[config.mk]
export PLATFORM = sky130hd
export DESIGN_NAME = trap_controller_flat
export DESIGN_NICKNAME = d
export VERILOG_FILES = /design/src/rtl/trap_controller_if.sv /design/src/rtl/trap_controller.sv /design/src/flat_wrapper.sv
export SDC_FILE = /design/constraint.sdc
export NUM_CORES = 1
export LEC_CHECK = 0
export CAP_MARGIN = 5
export CORE_MARGIN = 5
export CORE_UTILIZATION = 39
export CTS_CLUSTER_DIAMETER = 60
export DETAILED_ROUTE_END_ITERATION = 12
export PLACE_DENSITY = 0.67
export SETUP_SLACK_MARGIN = 0.3
export SYNTH_ARGS = -nofsm -noshare
export SYNTH_HDL_FRONTEND = slang
export SYNTH_SLANG_ARGS = --single-unit
[constraint.sdc]
create_clock -name clk -period 3.4 [get_ports clk]
set_input_delay 0.68 -clock clk [delete_from_list [all_inputs] [get_ports clk]]
set_output_delay 0.68 -clock clk [all_outputs]
set_load 0.02 [all_outputs]
[src/rtl/trap_controller_if.sv]
// Bundle of exception, interrupt, MRET and CSR signals between the core and the
// machine-mode trap sequencer.
interface trap_controller_if;
  logic        exception_taken;
  logic [31:0] exception_cause;
  logic [31:0] exception_val;
  logic [31:0] exception_pc;
  logic [31:0] next_pc;
  logic        irq_ok;
  logic        irq_software;
  logic        irq_timer;
  logic        irq_external;
  logic        mret;
  logic        csr_we;
  logic [11:0] csr_addr;
  logic [31:0] csr_wdata;
  logic [31:0] csr_rdata;
  logic        csr_hit;
  logic        trap_redirect;
  logic [31:0] trap_target;
  logic        trap_busy;

  modport slave (
    input  exception_taken, exception_cause, exception_val, exception_pc, next_pc,
    input  irq_ok, irq_software, irq_timer, irq_external, mret,
    input  csr_we, csr_addr, csr_wdata,
    output csr_rdata, csr_hit, trap_redirect, trap_target, trap_busy
  );

  modport master (
    output exception_taken, exception_cause, exception_val, exception_pc, next_pc,
    output irq_ok, irq_software, irq_timer, irq_external, mret,
    output csr_we, csr_addr, csr_wdata,
    input  csr_rdata, csr_hit, trap_redirect, trap_target, trap_busy
  );
endinterface

[src/rtl/trap_controller.sv]
// Machine-mode trap sequencer: owns the trap CSRs and issues a registered
// one-cycle PC redirect on trap entry and MRET.
module trap_controller #(
  parameter logic [31:0] MTVEC_RESET = 32'h0000_0000
) (
  input logic            clk,
  input logic            rst,
  trap_controller_if.slave trap_if
);

  typedef enum logic [1:0] {IDLE = 2'd0, ENTER = 2'd1, RETURN = 2'd2} state_e;

  state_e      state_q, state_d;
  logic        mstatus_mie_q, mstatus_mie_d;
  logic        mstatus_mpie_q, mstatus_mpie_d;
  logic [31:0] mie_q, mie_d;
  logic [31:0] mtvec_q, mtvec_d;
  logic [31:0] mepc_q, mepc_d;
  logic [31:0] mcause_q, mcause_d;
  logic [31:0] mtval_q, mtval_d;
  logic [31:0] target_q, target_d;
  logic        redirect_q, redirect_d;

  logic [31:0] mip;
  logic [31:0] mip_en;
  logic [31:0] irq_cause;
  logic [31:0] tvec_base;
  logic        idle;
  logic        irq_pend;
  logic        take_exc;
  logic        take_irq;
  logic        take_mret;
  logic        csr_wr;

  assign mip       = {20'b0, trap_if.irq_external, 3'b0, trap_if.irq_timer,
                      3'b0, trap_if.irq_software, 3'b0};
  assign mip_en    = mip & mie_q;
  assign idle      = (state_q == IDLE);
  assign irq_pend  = mstatus_mie_q & trap_if.irq_ok & (|mip_en);
  assign tvec_base = {mtvec_q[31:2], 2'b00};

  // Accept priority: exception, then interrupt, then mret; only while idle.
  assign take_exc  = idle & trap_if.exception_taken;
  assign take_irq  = idle & ~trap_if.exception_taken & irq_pend;
  assign take_mret = idle & ~trap_if.exception_taken & ~irq_pend & trap_if.mret;
  assign csr_wr    = idle & trap_if.csr_we & ~(take_exc | take_irq | take_mret);

  always_comb begin
    irq_cause = 32'h8000_0007;
    if (mip_en[11])     irq_cause = 32'h8000_000B;
    else if (mip_en[3]) irq_cause = 32'h8000_0003;
  end

  always_comb begin
    state_d        = state_q;
    redirect_d     = 1'b0;
    mstatus_mie_d  = mstatus_mie_q;
    mstatus_mpie_d = mstatus_mpie_q;
    mie_d          = mie_q;
    mtvec_d        = mtvec_q;
    mepc_d         = mepc_q;
    mcause_d       = mcause_q;
    mtval_d        = mtval_q;
    target_d       = target_q;

    case (state_q)
      IDLE: begin
        if (take_exc) begin
          state_d        = ENTER;
          redirect_d     = 1'b1;
          mepc_d         = trap_if.exception_pc & 32'hFFFF_FFFC;
          mcause_d       = trap_if.exception_cause;
          mtval_d        = trap_if.exception_val;
          mstatus_mpie_d = mstatus_mie_q;
          mstatus_mie_d  = 1'b0;
          target_d       = tvec_base;
        end else if (take_irq) begin
          state_d        = ENTER;
          redirect_d     = 1'b1;
          mepc_d         = trap_if.next_pc & 32'hFFFF_FFFC;
          mcause_d       = irq_cause;
          mtval_d        = 32'h0;
          mstatus_mpie_d = mstatus_mie_q;
          mstatus_mie_d  = 1'b0;
          // Vectored mode offsets by 4*cause with the interrupt flag stripped.
          target_d       = (mtvec_q[1:0] == 2'b01) ?
                           tvec_base + {irq_cause[29:0], 2'b00} : tvec_base;
        end else if (take_mret) begin
          state_d        = RETURN;
          redirect_d     = 1'b1;
          mstatus_mie_d  = mstatus_mpie_q;
          mstatus_mpie_d = 1'b1;
          target_d       = mepc_q;
        end
      end
      ENTER, RETURN: state_d = IDLE;
      default:       state_d = IDLE;
    endcase

    if (csr_wr) begin
      case (trap_if.csr_addr)
        12'h300: begin
          mstatus_mie_d  = trap_if.csr_wdata[3];
          mstatus_mpie_d = trap_if.csr_wdata[7];
        end
        12'h304: mie_d    = trap_if.csr_wdata & 32'h0000_0888;
        12'h305: mtvec_d  = trap_if.csr_wdata[1] ? {trap_if.csr_wdata[31:2], 2'b00}
                                                 : trap_if.csr_wdata;
        12'h341: mepc_d   = trap_if.csr_wdata & 32'hFFFF_FFFC;
        12'h342: mcause_d = trap_if.csr_wdata;
        12'h343: mtval_d  = trap_if.csr_wdata;
        default: ;
      endcase
    end
  end

  always_comb begin
    trap_if.csr_hit   = 1'b1;
    trap_if.csr_rdata = 32'h0;
    case (trap_if.csr_addr)
      12'h300: trap_if.csr_rdata = {19'b0, 2'b11, 3'b0, mstatus_mpie_q, 3'b0,
                                    mstatus_mie_q, 3'b0};
      12'h304: trap_if.csr_rdata = mie_q;
      12'h305: trap_if.csr_rdata = mtvec_q;
      12'h341: trap_if.csr_rdata = mepc_q;
      12'h342: trap_if.csr_rdata = mcause_q;
      12'h343: trap_if.csr_rdata = mtval_q;
      12'h344: trap_if.csr_rdata = mip;
      default: trap_if.csr_hit   = 1'b0;
    endcase
  end

  always_ff @(posedge clk) begin
    if (rst) begin
      state_q        <= IDLE;
      redirect_q     <= 1'b0;
      mstatus_mie_q  <= 1'b0;
      mstatus_mpie_q <= 1'b0;
      mie_q          <= 32'h0;
      mtvec_q        <= MTVEC_RESET;
      mepc_q         <= 32'h0;
      mcause_q       <= 32'h0;
      mtval_q        <= 32'h0;
      target_q       <= 32'h0;
    end else begin
      state_q        <= state_d;
      redirect_q     <= redirect_d;
      mstatus_mie_q  <= mstatus_mie_d;
      mstatus_mpie_q <= mstatus_mpie_d;
      mie_q          <= mie_d;
      mtvec_q        <= mtvec_d;
      mepc_q         <= mepc_d;
      mcause_q       <= mcause_d;
      mtval_q        <= mtval_d;
      target_q       <= target_d;
    end
  end

  assign trap_if.trap_redirect = redirect_q;
  assign trap_if.trap_target   = target_q;
  assign trap_if.trap_busy     = (state_q != IDLE);

endmodule

[src/flat_wrapper.sv]
// flat-port wrapper written by rule: the top's interface ports become plain ports
module trap_controller_flat 
#(
  parameter logic [31:0] MTVEC_RESET = 32'h0000_0000
)
  (clk, rst, trap_if_exception_taken, trap_if_exception_cause, trap_if_exception_val, trap_if_exception_pc, trap_if_next_pc, trap_if_irq_ok, trap_if_irq_software, trap_if_irq_timer, trap_if_irq_external, trap_if_mret, trap_if_csr_we, trap_if_csr_addr, trap_if_csr_wdata, trap_if_csr_rdata, trap_if_csr_hit, trap_if_trap_redirect, trap_if_trap_target, trap_if_trap_busy);
  trap_controller_if trap_if_i ();
  input logic clk;
  input logic rst;
  input wire logic [$bits(trap_if_i.exception_taken)-1:0] trap_if_exception_taken;
  input wire logic [$bits(trap_if_i.exception_cause)-1:0] trap_if_exception_cause;
  input wire logic [$bits(trap_if_i.exception_val)-1:0] trap_if_exception_val;
  input wire logic [$bits(trap_if_i.exception_pc)-1:0] trap_if_exception_pc;
  input wire logic [$bits(trap_if_i.next_pc)-1:0] trap_if_next_pc;
  input wire logic [$bits(trap_if_i.irq_ok)-1:0] trap_if_irq_ok;
  input wire logic [$bits(trap_if_i.irq_software)-1:0] trap_if_irq_software;
  input wire logic [$bits(trap_if_i.irq_timer)-1:0] trap_if_irq_timer;
  input wire logic [$bits(trap_if_i.irq_external)-1:0] trap_if_irq_external;
  input wire logic [$bits(trap_if_i.mret)-1:0] trap_if_mret;
  input wire logic [$bits(trap_if_i.csr_we)-1:0] trap_if_csr_we;
  input wire logic [$bits(trap_if_i.csr_addr)-1:0] trap_if_csr_addr;
  input wire logic [$bits(trap_if_i.csr_wdata)-1:0] trap_if_csr_wdata;
  output wire logic [$bits(trap_if_i.csr_rdata)-1:0] trap_if_csr_rdata;
  output wire logic [$bits(trap_if_i.csr_hit)-1:0] trap_if_csr_hit;
  output wire logic [$bits(trap_if_i.trap_redirect)-1:0] trap_if_trap_redirect;
  output wire logic [$bits(trap_if_i.trap_target)-1:0] trap_if_trap_target;
  output wire logic [$bits(trap_if_i.trap_busy)-1:0] trap_if_trap_busy;
  assign trap_if_i.exception_taken = trap_if_exception_taken;
  assign trap_if_i.exception_cause = trap_if_exception_cause;
  assign trap_if_i.exception_val = trap_if_exception_val;
  assign trap_if_i.exception_pc = trap_if_exception_pc;
  assign trap_if_i.next_pc = trap_if_next_pc;
  assign trap_if_i.irq_ok = trap_if_irq_ok;
  assign trap_if_i.irq_software = trap_if_irq_software;
  assign trap_if_i.irq_timer = trap_if_irq_timer;
  assign trap_if_i.irq_external = trap_if_irq_external;
  assign trap_if_i.mret = trap_if_mret;
  assign trap_if_i.csr_we = trap_if_csr_we;
  assign trap_if_i.csr_addr = trap_if_csr_addr;
  assign trap_if_i.csr_wdata = trap_if_csr_wdata;
  assign trap_if_csr_rdata = trap_if_i.csr_rdata;
  assign trap_if_csr_hit = trap_if_i.csr_hit;
  assign trap_if_trap_redirect = trap_if_i.trap_redirect;
  assign trap_if_trap_target = trap_if_i.trap_target;
  assign trap_if_trap_busy = trap_if_i.trap_busy;
  trap_controller #(.MTVEC_RESET(MTVEC_RESET)) u_core (.clk(clk), .rst(rst), .trap_if(trap_if_i));
endmodule
[Word level (Yosys, flattened, before mapping)]
Cells that the tools add are included.
Word-level totals
  flip-flop bits (word level): 168
  bits of input ports: 181
  output and inout port bits: 67
Operators by class
  add/sub/neg operators: 1
  equal/unequal tests: 8
  multiplexer cells: 42
  bitwise logic cells: 16
  reductions and logical operators: 10
Operators by type and width (count)
  $mux 32: 19
  $pmux 32 s7: 1
  $eq 12x10->1 const B: 7
  $add 32x32->32: 1
  $reduce_or 32->1: 1
  $mux 1: 20
  $and 12x12->12: 1
  $and 1x1->1: 9
  $reduce_or 7->1: 1
  $reduce_and 2->1: 3
  $mux 4: 1
  $not 1->1: 4
  $reduce_or 4->1: 1
  $mux 3: 1
  $reduce_bool 3->1: 1
  $eq 2x1->1 const B: 1
  $logic_not 2->1: 1
  $or 1x1->1: 2
  $reduce_bool 2->1: 1
  $reduce_or 2->1: 1

[Longest topological paths before layout]
Gate-level depths: netlist (run 1).
  depth in word-level cells: 12
  gate-level depth with buffers: 9
  depth with buffers taken out: 9

[Least setup slack after synthesis (run 1)]
No wires, ideal clock.
  kind: input to output
  start point: in trap_if_csr_addr[10]
  end point: out trap_if_csr_hit
  arrival: 2528 ps
  data required time: 2720 ps
  path slack: 192 ps
  cell stages on the path: 3
  path buffers: 0
  cell sequence: nor4_1 -> nand4b_1 -> a2111oi_0
On the way
  longest elaborated chain between the ends: 3
  elaborated cells on any way between the ends: 9
  those cells by class: eq/ne (7); mux (1); reduce/logical (1)
Ends and longest elaborated chain
  from (decl): RTL line flat_wrapper.sv:21  | input wire logic [$bits(trap_if_i.csr_addr)-1:0] trap_if_csr_addr;
  $eq 12x10->1: RTL line trap_controller.sv:120  | case (trap_if.csr_addr)
  $reduce_or 7->1 (no source line) (*)
  $mux 1 (*): RTL line trap_controller.sv:120
  to (decl): RTL line flat_wrapper.sv:24  | output wire logic [$bits(trap_if_i.csr_hit)-1:0] trap_if_csr_hit;
Every way passes the cells marked *; elsewhere a longest branch is shown, timed or not.

[Worst setup path in the final report (run 1)]
  start point: in trap_if_csr_addr[11]
  end point: out trap_if_csr_rdata[5]
On the way
  longest elaborated chain between the ends: 2
  elaborated cells on any way between the ends: 8
  those cells by class: eq/ne (7); mux (1)
Ends and longest elaborated chain
  $eq 12x10->1: RTL line trap_controller.sv:120
  $pmux 32 s7 (*): RTL line trap_controller.sv:120
  to (decl): RTL line flat_wrapper.sv:23  | output wire logic [$bits(trap_if_i.csr_rdata)-1:0] trap_if_csr_rdata;
Marked as above.

==> results of run 1 <==
## registers in the layout, indices dropped and copies added (netlist names)
signal                        count
u_core.trap_if.trap_target       32
u_core.mstatus_mpie_q             1
u_core.mtval_q                   32
u_core.mie_q                      3
u_core.mepc_q                    32
u_core.state_q                    2
u_core.mstatus_mie_q              1
u_core.mcause_q                  32
u_core.mtvec_q                   31
u_core.trap_if.trap_redirect      1
## repair_timing
item / in CTS / in global routing
gates cloned: 2 / 5
gates resized for setup: 137 / 48
pin swaps: 7 / 17
setup endpoints to repair: 33 / 33
setup buffers: 4 / 6
## cell type report
type / instances / area [um^2]
multi-input cells: 889 / 5200
flip-flops and latches: 167 / 3343
clock buffers: 18 / 439.2
fillers: 2102 / 9617
clock inverters: 13 / 162.7
repair buffers: 335 / 3332
well taps: 285 / 356.6
inverters: 14 / 52.55
## routing by layer
layer / global-route usage / vias to the layer above / share of wire
met5: 0 / - / 0.00076
met4: 0.08996 / 4 / 0.034
met3: 0.05979 / 116 / 0.10
met2: 0.4789 / 707 / 0.47
met1: 0.3682 / 5114 / 0.39
li1: - / 4934 / -
## worst max-delay path: cells and delay by family
| kind | cells | cell delay [ps] |
|---|---|---|
| and+or+nand+nor | 4 | 900 |
| AOI/OAI and AO/OA | 1 | 90 |
| buffers and inverters | 5 | 730 |
## kinds of logic after synthesis
kind of cell / synth area share
xor gates and xnor gates: 0.002959
muxes: 0.006057
DFF: 0.3764
AOI/OAI and AO/OA: 0.2769
adders and majority gates: 0.004226
and+or+nand+nor: 0.2784
buffers and inverters: 0.05508
## synthesized netlist by cell type (all sizes together), types with 4 or more instances
library cell / n / area (um^2)
a211o: 6 / 52.55
and4: 5 / 43.79
nand2b: 5 / 31.28
a31oi: 7 / 43.79
buf: 20 / 98.84
nor3: 97 / 485.5
nor4: 14 / 93.84
and3: 11 / 68.82
a221oi: 77 / 680.7
clkbuf: 90 / 337.8
or2: 5 / 31.28
nor2: 122 / 460.5
o21a: 4 / 30.03
dfxtp: 167 / 3343
o221ai: 16 / 140.1
a222oi: 34 / 340.3
nand2: 204 / 765.7
a21oi: 80 / 400.4
a211oi: 10 / 75.07
o21ai: 41 / 205.2
a22oi: 5 / 37.54
inv: 13 / 48.80
nand3: 22 / 110.1
or4: 4 / 30.03
o22ai: 22 / 137.6
nand4: 12 / 75.07
or3: 23 / 143.9
## worst min-delay path by stage
| stage | start | to | slack, ps | depth (start not counted) |
|---|---|---|---|---|
| global placement | u_core.trap_if.trap_target[14] | u_core.trap_if.trap_target[14] | 440 | 2 |
| global route | u_core.trap_if.trap_target[5] | u_core.trap_if.trap_target[5] | 480 | 2 |
| CTS | u_core.trap_if.trap_target[4] | u_core.trap_if.trap_target[4] | 460 | 2 |
| detailed placement | u_core.trap_if.trap_target[27] | u_core.trap_if.trap_target[27] | 450 | 2 |
| finish | u_core.trap_if.trap_target[21] | u_core.trap_if.trap_target[21] | 460 | 2 |
| floorplan | u_core.mtvec_q[28] | u_core.mtvec_q[28] | 460 | 2 |
## stage by stage
step | util | std cells | power [mW] | area [um^2]
finish | 0.5726 | 1721 | 4.869 | 12890
global route | 0.5726 | 1721 | 5.025 | 12890
CTS | 0.5655 | 1710 | 4.869 | 12730
detailed placement | 0.5342 | 1673 | 2.895 | 12020
global placement | 0.5342 | 1673 | 2.887 | 12020
floorplan | - | 1180 | 2.456 | 8890
## power groups by stage
stage | clock network [mW] | logic (mW) | registers (mW)
floorplan | 0 | 0.311 | 2.15
global placement | 0 | 0.730 | 2.16
detailed placement | 0 | 0.738 | 2.16
CTS | 2.02 | 0.740 | 2.11
global route | 2.10 | 0.802 | 2.12
finish | 2.00 | 0.749 | 2.12
==> run metrics, run 1 <==
outcome finished clean; pre-CTS WS -340.1 ps; Slew HR 0.4863; worst-path fanout max 6; Max-Cap Viols 0; Synth Register Bits 167; drt via density 6.319; critical path type in2out; Worst Skew 15.49 ps; initial antenna violation count 2; mapped cell area 8882 um^2; Synth cell types 68; Sink Count 167; Avg Inst Size Synth 7.527 um^2; register area share after synthesis 0.3764; I/O Buffers 243; RSZ-0062 raised after global routing true; internal cell power 3.555 mW; combinational share of power 0.154; first-pass detailed-route iteration total 7; Clk network pwr share 0.411; Chip Width 160.9 um; slowest CP cell nor4bb_4; I/O pin count 248; crit-path cells buf_8 -> nor4bb_4 -> buf_4 -> nand4_1 -> nor2_4 -> buf_12 -> clkbuf_16 -> a222oi_1 -> nand2_1 -> buf_6; Synth Instances 1180; WL/cell 22.96 um; Tightest Pin Transition 769.7 ps; row count 55; Die ar. 25890 um^2; Core ar. 22500 um^2; Hold Fails Final Rpt 0; Synth Net Count 1364; Die Ht 160.9 um; DR iter-0 viols 1171; ANT nets after route 0; Ant. Diodes 0; area grow syn2layout 45.08%; root buffer cell clkbuf_16; Post-synth EDFFs 0; routed vias 10880; vias in the first global route 10260; Routability Congestion 0.9093; htree depth 4; Layout Nets 1608; post-layout worst setup margin 329.2 ps; Flop pwr share 0.435; Most used DFF post-synth dfxtp_1; Residual DRC 0; WL final 39510 um; Crit path required time 2720 ps; Detailed Place HPWL 27420 um; Critical R2R Launch u_core.mie_q[11]; grt ovf 0; gr usage total 0.2853; synth warn 0; largest net degree at the start of global routing 74; hold_ws 455.8 ps; R2R cell count 11; Switch Pwr 1.314 mW; # hold bufs at CTS 0; worst setup path end trap_if_csr_rdata[5]; maximum vdd drop 0.2709 mV; CP Launch Type input pin; min Tclk post-route 3071 ps; share of cells above drive strength 1 0.1344; CTS tree built; Crit. End Element output pin; most common cell after layout, fill and taps aside nand2_1; Setup crit start trap_if_csr_addr[11]; Reg-to-Reg End u_core.trap_if.trap_target[20]; worst-case clock buffer depth 2; Hold Crit Class reg2reg; slowest stage delay, CP 260 ps; clk_lat worst skew 440 ps; Sw Ratio 0.2699; leakage 4.737 nW; wire length of the first global-routing pass 58860 um; CTS clk-pin slew, worst paths 60 ps; reg-to-reg setup timing slack 910 ps; Highest Clock Rate 325.7 MHz; Power per Cell Area 377.9 nW/um^2; CTS buffer count 17; Final Slew Violations 0; Starting Density 0.3947; most frequent cells in the layout nand2_1 (203), clkdlybuf4s50_1 (197), dfxtp_1 (167), nor2_1 (119), nor3_1 (94); final setup violation count 0; ys async rst share 0; WP data arrival 2390 ps; period utilization 0.9032; final setup TNS 0 ps
Note: power is estimated with default switching activity, not from simulation.
==> run 2, diff against run 1 <==
DONT_BUFFER_PORTS = 1   (was unset)
GPL_ROUTABILITY_DRIVEN = 0   (was unset)
PLACE_DENSITY = unset   (was 0.67)
==> run 2 against run 1 <==
Register-to-register slack worse by 330 ps. Largest cell class unchanged. Non-clock buffer count is 279 lower. Global-route usage is 1.6 points lower.
==> run metrics, run 2 (synthesis results as in run 1) <==
Ant. Diodes 0 (unchanged); worst-case clock buffer depth 2 (unchanged); slowest stage delay, CP 370 ps (+110 ps); M2 GR Usage 0.4348 (-0.04413); Worst Skew 10.27 ps (-5.214 ps); Highest Clock Rate 345.3 MHz (+6.0%); share of cells above drive strength 1 0.09931 (-0.03509); drt via density 6.613 (+4.6%); Sink Count 167 (unchanged); routed vias 9542 (-12%); Tightest Pin Transition 851.1 ps (+81.41 ps); post-cts resize count 1 (-99%); # hold bufs at CTS 0 (unchanged); hold_ws 330.1 ps (-125.8 ps); Crit path required time 2720 ps (about the same); cell family with most CP delay simple AND/OR/NAND/NOR gates; most frequent cells in the layout nand2_1 (203), dfxtp_1 (167), nor2_1 (119), nor3_1 (93), a21oi_1 (80); vias in the first global route 8967 (-13%); crit-path cells nor4_4 -> nand2_1 -> nor3_2 -> buf_6 -> a222oi_1 -> nand2_1; total stage count of the critical path 6 (-4); initial antenna violation count 0 (-2); period utilization 0.8519 (-0.05131); most common cell after layout, fill and taps aside nand2_1; Hold Fails Final Rpt 0 (unchanged); root buffer cell clkbuf_16; RSZ-0062 raised after global routing false; Starting Density 0.3947 (unchanged); Layout Nets 1329 (-17%); Die ar. 25890 um^2 (unchanged); Slew HR 0.4326 (-0.05375); hold depth 1 (-1); CTS buffer count 17 (unchanged); wire length of the first global-routing pass 55080 um (-6.4%); Core ar. 22500 um^2 (unchanged); DR iter-0 viols 1160 (-0.94%); met3 Use GR 0.08314 (+0.02335); Die Ht 160.9 um (unchanged); clk_lat worst skew 430 ps (about the same); Post-CTS Setup Bufs 0 (-4); final setup TNS 0 ps (unchanged); Area after DPL 9338 um^2 (-22%); area grow syn2layout 12.78%; Final Slew Violations 0 (unchanged); most used cell, CP nand2_1; met1 usage 0.3484 (-0.01979); ANT nets after route 0 (unchanged); WL/cell 25.22 um (+9.9%); row count 55 (unchanged); Detailed Place HPWL 25660 um (-6.4%); Hold Crit Class in2reg; I/O Buffers 0 (-100%); largest net degree at the start of global routing 154 (+110%); CP Launch Type input pin; Max-Cap Viols 0 (unchanged); outcome finished clean; Crit. End Element output pin; CTS tree built; min Tclk post-route 2896 ps (-174.4 ps); leakage 3.475 nW (-27%); final setup violation count 0 (unchanged); htree depth 4 (unchanged); critical path type in2out; GR peak layer met2; WL final 36400 um (-7.9%); WP data arrival 2220 ps (-170 ps); Residual DRC 0 (unchanged); worst path bufs/invs 1 (-4); I/O pin count 248 (unchanged); power consumption 4.675 mW (-4.0%); worst-path fanout max 22 (+16); R2R cell count 10 (-1); slowest CP cell nor4_4; CTS clk-pin slew, worst paths 70 ps (about the same); grt ovf 0 (unchanged); Chip Width 160.9 um (unchanged); fin area 10020 um^2 (-22%); gr usage total 0.2695 (-0.01576); first-pass detailed-route iteration total 8 (+1); Power per Cell Area 466.7 nW/um^2 (+24%); maximum vdd drop 0.3074 mV (+13%)
run 2: cell types whose count changed in the layout (fill, tap and decap cells not counted), sizes merged, moves of 2 or more:
cell and change:
bufinv +2, dlygate4sd2 -4, clkbuf -10, clkdlybuf4s15 -11
clkdlybuf4s50 -197, buf -58
run 2: final timing paths:
| path | startpoint | end | slack (ps) |
|---|---|---|---|
| max | trap_if_csr_addr[10] | trap_if_csr_rdata[0] | 500 |
| min | rst | u_core.mepc_q[16] | 330 |
| max reg2reg | u_core.mie_q[11] | u_core.trap_if.trap_target[30] | 580 |
| min reg2reg | u_core.mepc_q[1] | u_core.mepc_q[1] | 500 |
run 2: power breakdown:
group,leakage [nW],internal [mW],switching (mW)
Combinational,1.80,0.167,0.219
Clock,0.308,1.25,0.901
Sequential,1.36,2.04,0.0939
run 2: per-layer routing:
layer	up-vias	routed length [um]
li1	4373	-
met2	542	16960
met5	-	0
met4	0	919
met3	53	3965
met1	4574	14560
run 2: cell type report:
| type | count | area, um^2 |
|---|---|---|
| Clock inverter | 15 | 215.2 |
| Inverter | 14 | 52.55 |
| Tap cell | 285 | 356.6 |
| Clock buffer | 17 | 425.4 |
| Fill cell | 2261 | 12490 |
| Timing Repair Buffer | 56 | 452.9 |
| Multi-Input combinational cell | 889 | 5171 |
| Sequential cell | 167 | 3343 |
run 2: metrics by stage:
step / std cells / utilization / setup WS, ps
2_1_floorplan: 1180 / - / 469.2
3_3_place_gp: 1411 / 0.4150 / 304.0
3_5_place_dp: 1411 / 0.4150 / 316.3
4_1_cts: 1443 / 0.4438 / 325.4
5_1_grt: 1443 / 0.4451 / 326.0
6_report: 1443 / 0.4451 / 503.7
==> run 3, diff against run 2 <==
SETUP_SLACK_MARGIN = unset   (was 0.3)
==> run 3 against run 2 <==
Non-clock buffer count down 5. Global-route usage up 0.31 points. Register-to-register slack worse by 50 ps. Final cell count down 0.35%. Routed wire length up 0.24%. Sequential power about the same. Maximum frequency down 9.2%. Critical path depth unchanged.
==> run metrics, run 3 (synthesis results as in run 1) <==
outcome finished clean; Chip Width 160.9 um (unchanged); CTS tree built; WP data arrival 2510 ps (+290 ps); first-pass detailed-route iteration total 6 (-2); WL final 36490 um (+0.24%); Area after DPL 9355 um^2 (+0.19%); row count 55 (unchanged); WL/cell 25.37 um (+0.59%); worst-path fanout max 23 (+4.5%); Max-Cap Viols 0 (unchanged); Core ar. 22500 um^2 (unchanged); reg-to-reg setup timing slack 530 ps (-50 ps); initial antenna violation count 0 (unchanged); Detailed Place HPWL 25440 um (-0.88%); Residual DRC 0 (unchanged); Switch Pwr 1.191 mW (-2.0%); Highest Clock Rate 313.6 MHz (-9.2%); Crit path required time 2720 ps (about the same); post-cts resize count 0 (-1); Clk network pwr share 0.436 (-0.024); fin area 9940 um^2 (-0.77%); Sink Count 167 (unchanged); most frequent cells in the layout nand2_1 (204), dfxtp_1 (167), nor2_1 (119), nor3_1 (94), a21oi_1 (80); clk_lat worst skew 440 ps (about the same); I/O pin count 248 (unchanged); Tightest Pin Transition 768.3 ps (-82.77 ps); Slew HR 0.4838 (+0.05124); final setup violation count 0 (unchanged); Worst Skew 14.29 ps (+4.015 ps); # hold bufs at CTS 0 (unchanged); Post-CTS Setup Bufs 0 (unchanged); Hold Fails Final Rpt 0 (unchanged); combinational share of power 0.086 (+0.003); CTS buffer count 17 (unchanged); share of cells above drive strength 1 0.09107 (-0.008242); leakage 3.426 nW (-1.4%); wire length of the first global-routing pass 55540 um (+0.83%); Ant. Diodes 0 (unchanged); Power per Cell Area 450.4 nW/um^2 (-3.5%); I/O Buffers 0 (unchanged); Flop pwr share 0.478 (+0.021); vias in the first global route 9017 (+0.56%); CTS clk-pin slew, worst paths 70 ps (about the same); Layout Nets 1324 (-0.38%); Starting Density 0.3947 (unchanged); ANT nets after route 0 (unchanged); Die Ht 160.9 um (unchanged); grt ovf 0 (unchanged); most common cell after layout, fill and taps aside nand2_1; area grow syn2layout 11.90%; root buffer cell clkbuf_16; Crit. End Element output pin; period utilization 0.9379 (+0.08609); min Tclk post-route 3189 ps (+292.7 ps); Sw Ratio 0.2659 (+0.006155); maximum vdd drop 0.2429 mV (-21%); worst-case clock buffer depth 2 (unchanged); htree depth 4 (unchanged); DR iter-0 viols 1321 (+14%); critical path type in2out; RSZ-0062 raised after global routing false; largest net degree at the start of global routing 154 (unchanged); Die ar. 25890 um^2 (unchanged); CP Launch Type input pin; drt via density 6.684 (+1.1%); routed vias 9611 (+0.72%); gr usage total 0.2727 (+0.003144); Hold Crit Class in2reg; Final Slew Violations 0 (unchanged); final setup TNS 0 ps (unchanged); internal cell power 3.286 mW (-5.0%)
run 3: cell types whose count changed in the layout (fill, tap and decap cells not counted), moves of 2 or more:
cell | before | now
buf_12 | 2 | 7
buf_4 | 52 | 44
inv_8 | 2 | 0
buf_6 | 2 | 0
clkinv_4 | 3 | 6
bufinv_16 | 4 | 1
clkbuf_8 | 0 | 3
run 3: layout make-up:
| class | instances | area (um^2) |
|---|---|---|
| Multi-Input combinational cell | 889 | 5132 |
| Clock buffer | 20 | 466.7 |
| Sequential cell | 167 | 3343 |
| Timing Repair Buffer | 51 | 470.5 |
| Tap cell | 285 | 356.6 |
| Clock inverter | 12 | 117.6 |
| Fill cell | 2285 | 12560 |
| Inverter | 14 | 52.55 |
run 3: routing by layer:
metal / vias to the layer above / GRT usage / share of wire
li1: 4360 / - / -
met1: 4645 / 0.3532 / 0.40
met2: 541 / 0.4288 / 0.46
met3: 65 / 0.09058 / 0.11
met4: 0 / 0.09112 / 0.030
met5: - / 0 / 0
run 3: metrics by stage:
stage	worst slack (ps)	hold slack (ps)	utilization	instances	power, mW
3_3_place_gp	294.2	480.6	0.4157	1406	2.553
2_1_floorplan	191.9	456.7	-	1180	2.456
4_1_cts	270.0	295.7	0.4417	1438	4.497
6_report	211.0	309.9	0.4417	1438	4.477
5_1_grt	133.5	282.9	0.4417	1438	4.629
3_5_place_dp	270.3	483.7	0.4157	1406	2.562
run 3: path summary, 6_finish.rpt:
| path | startpoint | to | depth (start not counted) |
|---|---|---|---|
| worst min-delay path | rst | u_core.mepc_q[14] | 1 |
| worst min register to register | u_core.mie_q[3] | u_core.mie_q[3] | 2 |
| worst max register to register | u_core.mie_q[11] | u_core.trap_if.trap_target[27] | 9 |
| worst max-delay path | trap_if_csr_addr[7] | trap_if_csr_rdata[17] | 6 |
run 3: power by group through the flow:
stage | sequential (mW) | clock [mW] | combinational, mW
2_1_floorplan | 2.15 | 0 | 0.311
3_3_place_gp | 2.18 | 0 | 0.373
3_5_place_dp | 2.18 | 0 | 0.382
4_1_cts | 2.14 | 1.98 | 0.383
5_1_grt | 2.14 | 2.06 | 0.426
6_report | 2.14 | 1.95 | 0.385
run 3: critical path, stage by stage:
cell,delay (ps)
nor4bb_1,490
nand2_1,320
nor3_2,270
buf_4,340
a222oi_1,140
nand2_1,250
